[src/rtl/ioctl_sdram_loader.sv]
// ioctl_sdram_loader: packs the HPS download byte stream into 32-bit SDRAM
// word writes through a small FIFO, flushing any partial word at the end.
module ioctl_sdram_loader #(
   parameter int unsigned FIFO_DEPTH = 4,
   parameter logic [22:0] BASE_ADDR  = 23'h0
) (
   input  logic        clk,
   input  logic        reset,
   input  logic [24:0] ioctl_addr,
   input  logic [7:0]  ioctl_data,
   input  logic        ioctl_wr,
   input  logic        ioctl_download,
   output logic [22:0] sdram_addr,
   output logic [31:0] sdram_data,
   output logic        sdram_we,
   output logic        sdram_req,
   input  logic        sdram_ack,
   output logic        busy,
   output logic        done,
   output logic        overflow
);
   localparam int unsigned AW = (FIFO_DEPTH > 1) ? $clog2(FIFO_DEPTH) : 1;
   localparam logic [AW:0] DEPTH = (AW+1)'(FIFO_DEPTH);

   typedef enum logic [1:0] {S_IDLE, S_ACTIVE, S_FLUSH} state_t;

   state_t        state_q, state_d;
   logic          dl_q;
   logic [31:0]   asm_data_q, asm_data_d;
   logic [22:0]   asm_addr_q, asm_addr_d;
   logic          asm_vld_q, asm_vld_d;
   logic          asm_full_q, asm_full_d;
   logic [AW-1:0] wr_ptr_q, wr_ptr_d;
   logic [AW-1:0] rd_ptr_q, rd_ptr_d;
   logic [AW:0]   cnt_q, cnt_d;
   logic          req_q, req_d;
   logic [22:0]   addr_q, addr_d;
   logic [31:0]   data_q, data_d;
   logic          done_q, done_d;
   logic          ovf_q, ovf_d;
   logic [54:0]   mem_q [FIFO_DEPTH];

   logic          rise, fall, byte_ok;
   logic [22:0]   byte_addr;
   logic          push, push_ok, pop;
   logic [54:0]   push_word;
   logic [AW:0]   remain;

   assign rise      = ioctl_download & ~dl_q;
   assign fall      = ~ioctl_download & dl_q;
   assign byte_ok   = ioctl_wr & ioctl_download;
   assign byte_addr = ioctl_addr[24:2] + BASE_ADDR;

   // asm_full marks a completed lane-3 word that lost the push slot to an
   // older partial word in the same cycle; it goes out on the next cycle.
   always_comb begin
      push       = 1'b0;
      push_word  = {asm_addr_q, asm_data_q};
      asm_data_d = asm_data_q;
      asm_addr_d = asm_addr_q;
      asm_vld_d  = asm_vld_q;
      asm_full_d = asm_full_q;
      if (rise) begin
         asm_data_d = '0;
         asm_addr_d = '0;
         asm_vld_d  = 1'b0;
         asm_full_d = 1'b0;
      end else if (!byte_ok && (asm_full_q || (fall && asm_vld_q))) begin
         push       = 1'b1;
         asm_data_d = '0;
         asm_addr_d = '0;
         asm_vld_d  = 1'b0;
         asm_full_d = 1'b0;
      end
      if (byte_ok) begin
         if (asm_full_d || (asm_vld_d && asm_addr_d != byte_addr)) begin
            push       = 1'b1;
            push_word  = {asm_addr_d, asm_data_d};
            asm_data_d = '0;
            asm_full_d = 1'b0;
         end
         asm_data_d[{ioctl_addr[1:0], 3'b000} +: 8] = ioctl_data;
         asm_addr_d = byte_addr;
         asm_vld_d  = 1'b1;
         if (ioctl_addr[1:0] == 2'd3) begin
            if (push) begin
               asm_full_d = 1'b1;
            end else begin
               push       = 1'b1;
               push_word  = {asm_addr_d, asm_data_d};
               asm_data_d = '0;
               asm_addr_d = '0;
               asm_vld_d  = 1'b0;
            end
         end
      end
   end

   always_comb begin
      pop      = req_q & sdram_ack;
      push_ok  = push & ((cnt_q != DEPTH) | pop);
      cnt_d    = cnt_q + {{AW{1'b0}}, push_ok} - {{AW{1'b0}}, pop};
      wr_ptr_d = wr_ptr_q + AW'(push_ok);
      rd_ptr_d = rd_ptr_q + AW'(pop);
      remain   = cnt_q - {{AW{1'b0}}, pop};
      req_d    = req_q;
      addr_d   = addr_q;
      data_d   = data_q;
      ovf_d    = ovf_q;
      if (rise) ovf_d = 1'b0;
      if (push && !push_ok) ovf_d = 1'b1;
      // an empty FIFO forwards the incoming word straight to the port
      if (pop || !req_q) begin
         req_d = 1'b0;
         if (remain != '0) begin
            {addr_d, data_d} = mem_q[rd_ptr_d];
            req_d = 1'b1;
         end else if (push_ok) begin
            {addr_d, data_d} = push_word;
            req_d = 1'b1;
         end
      end
   end

   always_comb begin
      state_d = state_q;
      done_d  = 1'b0;
      unique case (state_q)
         S_IDLE:   if (rise) state_d = S_ACTIVE;
         S_ACTIVE: if (fall) state_d = S_FLUSH;
         S_FLUSH: begin
            if (rise) begin
               state_d = S_ACTIVE;
            end else if (cnt_d == '0 && !req_d) begin
               state_d = S_IDLE;
               done_d  = 1'b1;
            end
         end
         default:  state_d = S_IDLE;
      endcase
   end

   always_ff @(posedge clk) begin
      if (reset) begin
         state_q    <= S_IDLE;
         dl_q       <= 1'b0;
         asm_data_q <= '0;
         asm_addr_q <= '0;
         asm_vld_q  <= 1'b0;
         asm_full_q <= 1'b0;
         wr_ptr_q   <= '0;
         rd_ptr_q   <= '0;
         cnt_q      <= '0;
         req_q      <= 1'b0;
         addr_q     <= '0;
         data_q     <= '0;
         done_q     <= 1'b0;
         ovf_q      <= 1'b0;
      end else begin
         state_q    <= state_d;
         dl_q       <= ioctl_download;
         asm_data_q <= asm_data_d;
         asm_addr_q <= asm_addr_d;
         asm_vld_q  <= asm_vld_d;
         asm_full_q <= asm_full_d;
         wr_ptr_q   <= wr_ptr_d;
         rd_ptr_q   <= rd_ptr_d;
         cnt_q      <= cnt_d;
         req_q      <= req_d;
         addr_q     <= addr_d;
         data_q     <= data_d;
         done_q     <= done_d;
         ovf_q      <= ovf_d;
      end
   end

   always_ff @(posedge clk) begin
      if (push_ok) mem_q[wr_ptr_q] <= push_word;
   end

   assign sdram_addr = addr_q;
   assign sdram_data = data_q;
   assign sdram_req  = req_q;
   assign sdram_we   = req_q;
   assign busy       = (state_q != S_IDLE);
   assign done       = done_q;
   assign overflow   = ovf_q;
endmodule

[config.mk]
export PLATFORM = sky130hd
export DESIGN_NAME = ioctl_sdram_loader
export DESIGN_NICKNAME = d
export VERILOG_FILES = /design/src/rtl/ioctl_sdram_loader.sv
export SDC_FILE = /design/constraint.sdc
export NUM_CORES = 1
export LEC_CHECK = 0
export CAP_MARGIN = 20
export CORE_UTILIZATION = 59
export DETAILED_ROUTE_END_ITERATION = 10
export GPL_ROUTABILITY_DRIVEN = 0
export GPL_TIMING_DRIVEN = 0
export PLACE_DENSITY = 0.79
export SLEW_MARGIN = 0
export SYNTH_ARGS = -nofsm -noshare
export SYNTH_HDL_FRONTEND = slang
export SYNTH_SLANG_ARGS = --single-unit
[constraint.sdc]
create_clock -name clk -period 9.05 [get_ports clk]
set_input_delay 2.2625 -clock clk [delete_from_list [all_inputs] [get_ports clk]]
set_output_delay 2.2625 -clock clk [all_outputs]
set_load 0.01 [all_outputs]
==> results.cfg <==
[synthesis]
synth_top_area_share_pct = 43.7
netlist_area_sq_mm = 0.0151
synth.largest_area_cell = edfxtp_1
ys_seq_area_share_pct = 60.3
synth_cell_type_count = 62
synthCells = 1179
synth.net_count = 1229
yosysWarningCount = 0
synthTopCellsByArea = edfxtp_1 (44%), dfxtp_1 (17%), mux4_2 (8.2%)
syn_area_per_cell_sq_um = 12.8
synth_edf_count = 220
synth_ff_type = edfxtp_1
synthArstFlopShare_pct = 0
ys_seq_elements = 345

[placed_design]
hpwlAfterDp_um = 27400
port_buffers = 87
placed_cells = 1615

[run]
max_cap_viol_count = 0

[hold_path]
min_path_type = flop to flop

[sta]
whs_ps = 493
fin_crit_sh_pct = 75.6
finalHoldViolCount = 0
max_freq_mhz = 146
grt_setup_unrepaired = false
tns_ps = 0
drv_slew = 0
setup_violations = 0
fin_skew_ps = 18.6
maxSlewHeadroom_pct = 22.3
period_minus_slack_ps = 6840
tightest_slew_ps = 1160

[floorplanning]
core_sq_mm = 0.0252
io_pins = 98
rows = 58
die-area_sq_mm = 0.0263
start_util_pct = 60.0
fp.dieH_um = 162
die_w_um = 162

[grt]
grt-ovfl-total = 0
grt_pass1_vias = 11000
grt_max_degree = 56
grt_usage_pct = 31.3
antenna_found_initial = 0
grt_pass1_wl_um = 62100

[worst_setup_path]
reg2reg_to = state_q[1]
crit_path_end = state_q[1]
r2r_start = asm_full_q
cp-start-kind = input port
worst-setup-path-type = input port to flop
critPathCaptureType = flop
required_ps = 9420
reg2reg_depth = 19
worstPathMaxFanout = 10
r2r_slack_ps = 4130
crit_start = ioctl_wr
crit_arrival_ps = 7200

[detailed_routing]
avgRoutedWirePerCell_um = 24.0
antenna_left = 0
drc_errors = 0
viasPerCell = 6.69
first_iter_violations = 1347
firstDrtPassIters = 6
wl_um = 40300
vias = 11200

[clocking]
cts.sinks = 345
cts_tree = built
hold_buffers = 0
cts_buffers = 35
htreeDepth = 2
cts.reportedPaths.clkPinSlew_ps = 60
postCtsSetupBuffers = 0
cts_root_buf = clkbuf_16
clock_latency_ps = 520
cts.path.max_buffers = 3
cts_resized = 0

[finish]
fin_cells = 1678
drive_above_1_share_pct = 12.2
diodes = 0
fillers = 1660
postLayoutCoreUtil_pct = 70.9
layout_commonest_cell = edfxtp_1
area_growth_pct = 18.1
layout.cells.most_common_list = edfxtp_1 (220), dfxtp_1 (125), nor2_1 (107), nand2_1 (96), clkdlybuf4s50_1 (87)
nets = 1372

[power]
total_power_mw = 5.03
powerDensity_mw_per_mm2 = 281
ir_drop_v = 0.000177
p_leak_nw = 5.74

[run_status]
outcome = finished, final reports clean
metal layers:
metal  part of all wire, %  track usage, %  up-vias
met3                    10            5.31      146
met5                     0               0        -
met4                   4.2            14.7        0
met1                    40            43.9     5485
met2                    46            47.8      706
li1                      -               -     4893
synthesized netlist by cell type, types with 4 or more instances:
library cell	number
ha_1	11
dfxtp_1	125
o2111ai_1	6
a22o_1	32
buf_6	4
xor2_1	5
nand2_1	96
nor2_1	107
xnor2_1	13
nand2b_1	12
nand3_1	25
nor2b_1	8
a2bb2oi_1	7
or2_2	7
a22oi_1	55
nor3_1	13
nor4bb_1	8
o21ai_0	29
edfxtp_1	220
mux4_2	55
and3_1	9
a21o_1	23
o21ai_1	9
buf_1	20
a31oi_1	10
clkbuf_1	61
a311oi_1	55
inv_1	40
buf_2	6
o22ai_1	33
a21oi_1	5
o41a_1	32
sequential cells by signal (all words and copies together), names as in the netlist, 2 cells and up:
signal,cells
asm_addr_q,23
asm_data_q,32
cnt_q,3
mem_q,220
rd_ptr_q,2
sdram_addr,23
sdram_data,32
state_q,2
wr_ptr_q,2
cell type report:
class / count / area [sq um] / area share (%)
Clock buffer: 44 / 962 / 5.39
Multi-Input combinational cell: 700 / 5480 / 30.7
Buffer: 94 / 402 / 2.25
Inverter: 40 / 150 / 0.841
Sequential cell: 345 / 9110 / 51.0
Timing Repair Buffer: 106 / 1090 / 6.10
Tap cell: 330 / 413 / 2.31
Clock inverter: 19 / 251 / 1.41
worst min path at each step:
stage	startpoint	to	slack (ps)	depth (start not counted)
after floorplan	state_q[1]	done	460	2
after global placement	asm_data_q[28]	asm_data_q[28]	480	2
after detailed placement	asm_data_q[28]	asm_data_q[28]	480	2
after CTS	asm_data_q[28]	asm_data_q[28]	490	2
after global routing	asm_data_q[7]	asm_data_q[7]	520	2
final	asm_data_q[28]	asm_data_q[28]	490	2
critical path, cell delays in order:
cell and delay (ps):
clkdlybuf4s50_1 530, nand2b_1 200, buf_2 180, o211ai_2 100, buf_4 210, o21ai_1 80, a222oi_1 740, nand3_2 270
o31ai_2 660, ha_1 350, inv_1 60, ha_1 130, inv_1 50, fa_1 400, xor2_1 170, xnor2_1 210
nand4b_1 190, nor3b_1 260, o22ai_1 120
per-stage QoR:
stage	instance area, sq um	setup slack (ps)
finish	17900	2210
global route	17900	1910
CTS	17900	2290
detailed placement	16600	1850
global placement	16400	-3050
floorplan	15100	1000
power breakdown:
part	total (mW)	leakage [nW]	switching (mW)	internal, mW
clock	1.53	0.594	0.604	0.928
combinational	1.62	2.26	0.974	0.650
sequential	1.87	2.89	0.0833	1.79
cell families after synthesis:
family | after synthesis | share of synthesized area (%)
AO/OA/AOI/OAI | 313 | 16.6
XOR/XNOR | 18 | 1.04
AND/OR/NAND/NOR | 302 | 9.20
multiplexers | 55 | 8.19
flip-flops | 345 | 60.3
adder cells (fa/ha/maj) | 12 | 1.04
buffers and inverters | 134 | 3.65
(Power assumes the default switching activity.)
